## src/rtl/pwm_update_scheduler.sv

```systemverilog
// pwm_update_scheduler
//   Queues PWM channel update commands in a small FIFO and issues them one at
//   a time to channels 0..3. Each update is held until the target channel
//   acknowledges it or a timeout expires.
//
// Ports
//   i_clk        single clock, rising edge
//   i_rst        synchronous active-high reset
//   i_cmd_data   command word: [31:28] channel, [27] write flag,
//                [23:16] duty, [14:0] final value
//   i_cmd_we     command strobe
//   o_cmd_full   FIFO holds DEPTH entries
//   o_duty       duty of the update in flight
//   o_final      final value of the update in flight
//   o_upd_valid  one-hot update valid, bit n = channel n
//   i_done       per-channel update acknowledge
//   o_busy       update in flight or FIFO non-empty
//   o_status     [31] overflow, [27:24] timeout flags ch3..ch0,
//                [20:16] FIFO count, [0] state (1 = WAIT_DONE)
module pwm_update_scheduler #(
  parameter int DEPTH   = 4,
  parameter int TIMEOUT = 255
) (
  input  logic        i_clk,
  input  logic        i_rst,
  input  logic [31:0] i_cmd_data,
  input  logic        i_cmd_we,
  output logic        o_cmd_full,
  output logic [7:0]  o_duty,
  output logic [14:0] o_final,
  output logic [3:0]  o_upd_valid,
  input  logic [3:0]  i_done,
  output logic        o_busy,
  output logic [31:0] o_status
);

  localparam int AW = (DEPTH > 1) ? $clog2(DEPTH) : 1;
  localparam int CW = AW + 1;

  typedef enum logic {IDLE = 1'b0, WAIT_DONE = 1'b1} state_t;

  // FIFO entry: {channel[1:0], duty[7:0], final[14:0]}
  logic [24:0]   fifo_mem [DEPTH];
  logic [AW-1:0] wr_ptr_reg, rd_ptr_reg;
  logic [CW-1:0] count_reg, count_next;

  state_t        state_reg, state_next;
  logic [7:0]    timer_reg, timer_next;
  logic [1:0]    ch_reg, ch_next;
  logic [3:0]    valid_reg, valid_next;
  logic [7:0]    duty_reg, duty_next;
  logic [14:0]   final_reg, final_next;
  logic [3:0]    to_flags_reg, to_flags_next;
  logic          ovf_reg, ovf_next;

  logic          push_req, clr_req, full, push, pop;
  logic [24:0]   head;
  logic [3:0]    head_onehot;
  logic          unused_bits;

  // Bits of the command word that carry no meaning here.
  assign unused_bits = ^{i_cmd_data[26:24], i_cmd_data[15]};

  // Valid write to channels 0..3 requests an enqueue; channel 15 with the
  // write flag is the status-clear command. Everything else is ignored.
  assign push_req = i_cmd_we & i_cmd_data[27] & (i_cmd_data[31:30] == 2'b00);
  assign clr_req  = i_cmd_we & i_cmd_data[27] & (i_cmd_data[31:28] == 4'hF);
  // Fullness is judged on the pre-edge count, so a same-edge pop never
  // makes room for a push on a full FIFO.
  assign full     = (count_reg == CW'(DEPTH));
  assign push     = push_req & ~full;
  assign pop      = (state_reg == IDLE) && (count_reg != '0);
  assign head     = fifo_mem[rd_ptr_reg];

  generate
    for (genvar gi = 0; gi < 4; gi++) begin : g_onehot
      assign head_onehot[gi] = (head[24:23] == 2'(gi));
    end
  endgenerate

  always_ff @(posedge i_clk) begin
    if (push) begin
      fifo_mem[wr_ptr_reg] <= {i_cmd_data[29:28], i_cmd_data[23:16], i_cmd_data[14:0]};
    end
  end

  always_comb begin
    state_next    = state_reg;
    timer_next    = timer_reg;
    ch_next       = ch_reg;
    valid_next    = valid_reg;
    duty_next     = duty_reg;
    final_next    = final_reg;
    to_flags_next = to_flags_reg;
    ovf_next      = ovf_reg;
    count_next    = count_reg;

    case (state_reg)
      IDLE: begin
        if (pop) begin
          duty_next  = head[22:15];
          final_next = head[14:0];
          ch_next    = head[24:23];
          valid_next = head_onehot;
          timer_next = '0;
          state_next = WAIT_DONE;
        end
      end
      WAIT_DONE: begin
        // Acknowledge takes priority over a timeout in the same cycle.
        if (i_done[ch_reg]) begin
          valid_next = '0;
          state_next = IDLE;
        end else if (timer_reg == 8'(TIMEOUT)) begin
          valid_next             = '0;
          to_flags_next[ch_reg]  = 1'b1;
          state_next             = IDLE;
        end else begin
          timer_next = timer_reg + 8'd1;
        end
      end
      default: state_next = IDLE;
    endcase

    if (push_req && full) begin
      ovf_next = 1'b1;
    end
    if (clr_req) begin
      ovf_next      = 1'b0;
      to_flags_next = '0;
    end

    case ({push, pop})
      2'b10:   count_next = count_reg + CW'(1);
      2'b01:   count_next = count_reg - CW'(1);
      default: count_next = count_reg;
    endcase
  end

  always_ff @(posedge i_clk) begin
    if (i_rst) begin
      state_reg    <= IDLE;
      timer_reg    <= '0;
      ch_reg       <= '0;
      valid_reg    <= '0;
      duty_reg     <= '0;
      final_reg    <= '0;
      to_flags_reg <= '0;
      ovf_reg      <= 1'b0;
      count_reg    <= '0;
      wr_ptr_reg   <= '0;
      rd_ptr_reg   <= '0;
    end else begin
      state_reg    <= state_next;
      timer_reg    <= timer_next;
      ch_reg       <= ch_next;
      valid_reg    <= valid_next;
      duty_reg     <= duty_next;
      final_reg    <= final_next;
      to_flags_reg <= to_flags_next;
      ovf_reg      <= ovf_next;
      count_reg    <= count_next;
      if (push) wr_ptr_reg <= wr_ptr_reg + AW'(1);
      if (pop)  rd_ptr_reg <= rd_ptr_reg + AW'(1);
    end
  end

  assign o_cmd_full  = full;
  assign o_duty      = duty_reg;
  assign o_final     = final_reg;
  assign o_upd_valid = valid_reg;
  assign o_busy      = (state_reg == WAIT_DONE) || (count_reg != '0);
  assign o_status    = {ovf_reg, 3'b000, to_flags_reg, 3'b000, 5'(count_reg),
                        15'd0, (state_reg == WAIT_DONE)};

endmodule
```

## config.mk

```make
export PLATFORM = sky130hd
export DESIGN_NAME = pwm_update_scheduler
export DESIGN_NICKNAME = d
export VERILOG_FILES = /design/src/rtl/pwm_update_scheduler.sv
export SDC_FILE = /design/constraint.sdc
export NUM_CORES = 1
export LEC_CHECK = 0
export BUFFER_PORTS_ARGS = -buffer_cell sky130_fd_sc_hd__buf_4
export CORE_ASPECT_RATIO = 1.25
export CORE_MARGIN = 1.5
export CORE_UTILIZATION = 37
export CTS_CLUSTER_DIAMETER = 120
export DETAILED_ROUTE_END_ITERATION = 16
export GPL_TIMING_DRIVEN = 0
export PLACE_DENSITY = 0.53
export SYNTH_ARGS = -nofsm -noshare
export SYNTH_HDL_FRONTEND = slang
export SYNTH_SLANG_ARGS = --single-unit
```

## constraint.sdc

```tcl
create_clock -name i_clk -period 4.28 [get_ports i_clk]
set_clock_uncertainty 0.2 [all_clocks]
set_input_delay 0.428 -clock i_clk [delete_from_list [all_inputs] [get_ports i_clk]]
set_output_delay 0.428 -clock i_clk [all_outputs]
set_load 0.02 [all_outputs]
```

==> impl_metrics.tcl <==
set metrics [dict create \
    run_status "finished clean" \
    dr.pass1.iters 4 \
    critPathMaxFanout 10 \
    cp.required_ps 4420 \
    ys_types 48 \
    place_congestion 0.848 \
    cap_violations 0 \
    power_leakage_nw 2.73 \
    dpl-instance-area_sq_um 6930 \
    hold_violations 0 \
    swShare_pct 31.5 \
    drcViolationCount 0 \
    dieWidth_um 117 \
    fillers 1452 \
    grt_max_degree 26 \
    syn_inst 428 \
    grtUsageTotal_pct 15.7 \
    critical_path_buf_inv_count 4 \
    rows 52 \
    synth-xor-area-share_pct 0.726 \
    use_met2_pct 27.3 \
    drt_iter0_drc 188 \
    total_power_mw 4.47 \
    synth_top_family_by_area "multiplexers" \
    clkPwrFrac_pct 32.4 \
    area_delta_synth_final_pct 26.6 \
    ys_ff_latch 152 \
    fin_crit_sh_pct 73.2 \
    maxSlewViolCount 0 \
    cts.clk_slew.worst_paths_ps 60 \
    critPathKind "reg -> reg" \
    stdcell_count 782 \
    placedCellCount 738 \
    net-switching-power_mw 1.41 \
    core_area_sq_um 16100 \
    layout_min_cycle_time_ps 3130 \
    fin_hold_ws_ps 13.6 \
    die_area_sq_um 17100 \
    synthArstFlopShare_pct 0 \
    rsz0062_at_grt "false" \
    diodes 0 \
    drtAntennaViolNets 0 \
    clock_latency_ps 420 \
    worst_pin_slew_ps 1040 \
    relSlewSlack_pct 30.2 \
    synth_ff_type "edfxtp_1" \
    postCtsSetupRepairBufs 0 \
    cts-root-buf "clkbuf_16" \
    grt_use_met3_pct 4.08 \
    synth_mux_area_share_pct 9.94 \
    critPathSlowestCell "dfxtp_1" \
    max_stage_delay_ps 440 \
    synth_compound_area_share_pct 6.33 \
    drive_gt1_share_pct 30.0 \
    top_register "fifo_mem" \
    netlist_area_sq_um 6030 \
    synth_edf_count 100 \
    seq_power_share_pct 41.0 \
    gr-usage-met1_pct 18.4 \
    grt-busiest-layer "met2" \
    io_pins 100 \
    numCtsBuffers 17 \
    peakVddDrop_mv 0.273 \
    dpl_worst_slack_ps 1120 \
    largest_reg_flops 100 \
    grt_pass1_wl_mm 19.7 \
    grt_pass1_vias 3780 \
    setup_viol_count_final 0 \
    vias 3743 \
    critPathArrivalTime_ps 3270 \
    antenna_found_initial 0 \
    wire_per_inst_um 16.2 \
    grt_overflow 0 \
    p_int_mw 3.06 \
    yosys.area_share.simple_pct 9.00 \
    power_density_nw_per_um2 586 \
    hold_class "in -> reg" \
    cpLargestDelayFamily "buffers and inverters" \
    synth-adder-area-share_pct 1.58 \
    ys_warn_count 0 \
    vias_per_cell 4.79 \
    avgSynthCellArea_sq_um 14.1 \
    die_h_um 146 \
    yosysSeqAreaShare_pct 67.1 \
    cp_cell_sequence "nor3_1, or2_2, clkbuf_1, inv_1, clkbuf_1, ha_1, inv_1, fa_1, xor2_1, or3_1, a21oi_1" \
    cts_tree "done" \
    clkSinkCount 152 \
    design_area_sq_um 7630 \
    routed_wl_mm 12.6 \
    worstSetupStartpointType "flip-flop" \
    cp-end-kind "flip-flop" \
    start_util_pct 37.5 \
    clockBufferDepth 2 \
    htreeDepth 4 \
    power_frac_comb_pct 26.6 \
    finalSetupTns_ps 0 \
    layout_setup_ws_ps 1150 \
    hpwl_mm 8.44 \
    port_buffers 72 \
    nets 599 \
    clock.fmax_mhz 319 \
    final_core_util_pct 47.5 \
]
repair_timing:
action                    4_1_cts  5_1_grt
hold buffers                   11        1
hold endpoints to repair       41        1
resized for setup               0        0
final cells by class:
type / instances / area [sq um] / share of cell area, %
flip-flops and latches: 152 / 4040 / 53.0
multi-input cells: 241 / 1750 / 23.0
repair buffers: 84 / 661 / 8.65
clock buffers: 20 / 468 / 6.13
plain buffers: 46 / 279 / 3.66
well taps: 216 / 270 / 3.54
clock inverters: 12 / 116 / 1.52
inverters: 11 / 41.3 / 0.541
cells in the final DEF, fill, tap and decap left out, types with 3 or more instances in the layout:
cell type	count
o211ai_1	3
nand3b_1	3
buf_4	97
clkbuf_1	15
a21oi_1	32
nand4_1	4
a31oi_1	8
mux4_2	25
dlygate4sd3_1	12
o21ai_0	4
nand2_1	63
nor4_1	5
nand3_1	12
clkinv_4	3
conb_1	23
and2_2	4
buf_2	4
xnor2_1	3
o41ai_1	4
inv_1	11
edfxtp_1	100
dfxtp_1	52
clkbuf_16	18
nor2_1	10
nor2b_1	3
ha_1	6
metal layers:
layer / part of all wire (%) / wire (um)
met2: 53 / 6700
met3: 3.6 / 454
met5: 0 / 0
met4: 1.4 / 178
met1: 42 / 5300
kinds of logic after synthesis:
family	count (synthesis)
XOR/XNOR	5
adder cells (fa/ha/maj)	7
AO/OA/AOI/OAI	61
AND/OR/NAND/NOR	117
other	1
flip-flops	152
multiplexers	28
buffers and inverters	57
synthesized netlist by cell type, drive strengths merged, types with 2 or more instances:
master	count	area, sq um
o41ai	4	35.0
nor3b	2	15.0
buf	32	226
nand3	12	60.1
mux2	2	26.3
dfxtp	52	1040
nor2b	3	18.8
xor2	2	17.5
a21oi	32	160
and2	4	25.0
ha	6	75.1
a31oi	8	50.1
nor2	10	37.5
nor4	5	31.3
mux4	25	563
o211ai	3	22.5
o21ai	4	20.0
edfxtp	100	3000
a31o	2	17.5
inv	11	41.3
nand4	4	25.0
or3	3	20.0
or2	2	12.5
clkbuf	14	52.6
nand3b	3	22.5
xnor2	3	26.3
nand2	63	236
nor3	2	10.0
power by group through the flow:
| stage | combinational, mW | sequential (mW) | clock, mW |
|---|---|---|---|
| 2_1_floorplan | 0.627 | 1.97 | 0 |
| 3_3_place_gp | 1.19 | 1.86 | 0 |
| 3_5_place_dp | 1.20 | 1.87 | 0 |
| 4_1_cts | 1.21 | 1.84 | 1.49 |
| 5_1_grt | 1.31 | 1.86 | 1.54 |
| 6_report | 1.19 | 1.83 | 1.45 |
path summary, 6_finish.rpt:
check	end	cells past startpoint	slack, ps	from
max	count_reg[2]$_SDFFE_PP0P_	11	1150	count_reg[0]$_SDFFE_PP0P_
min	fifo_mem[2][9]$_DFFE_PP_	1	10	i_cmd_data[9]
min reg2reg	o_final[4]$_SDFFE_PP0P_	2	250	o_final[4]$_SDFFE_PP0P_
max reg2reg	count_reg[2]$_SDFFE_PP0P_	11	1150	count_reg[0]$_SDFFE_PP0P_
(Power assumes the default switching activity.)
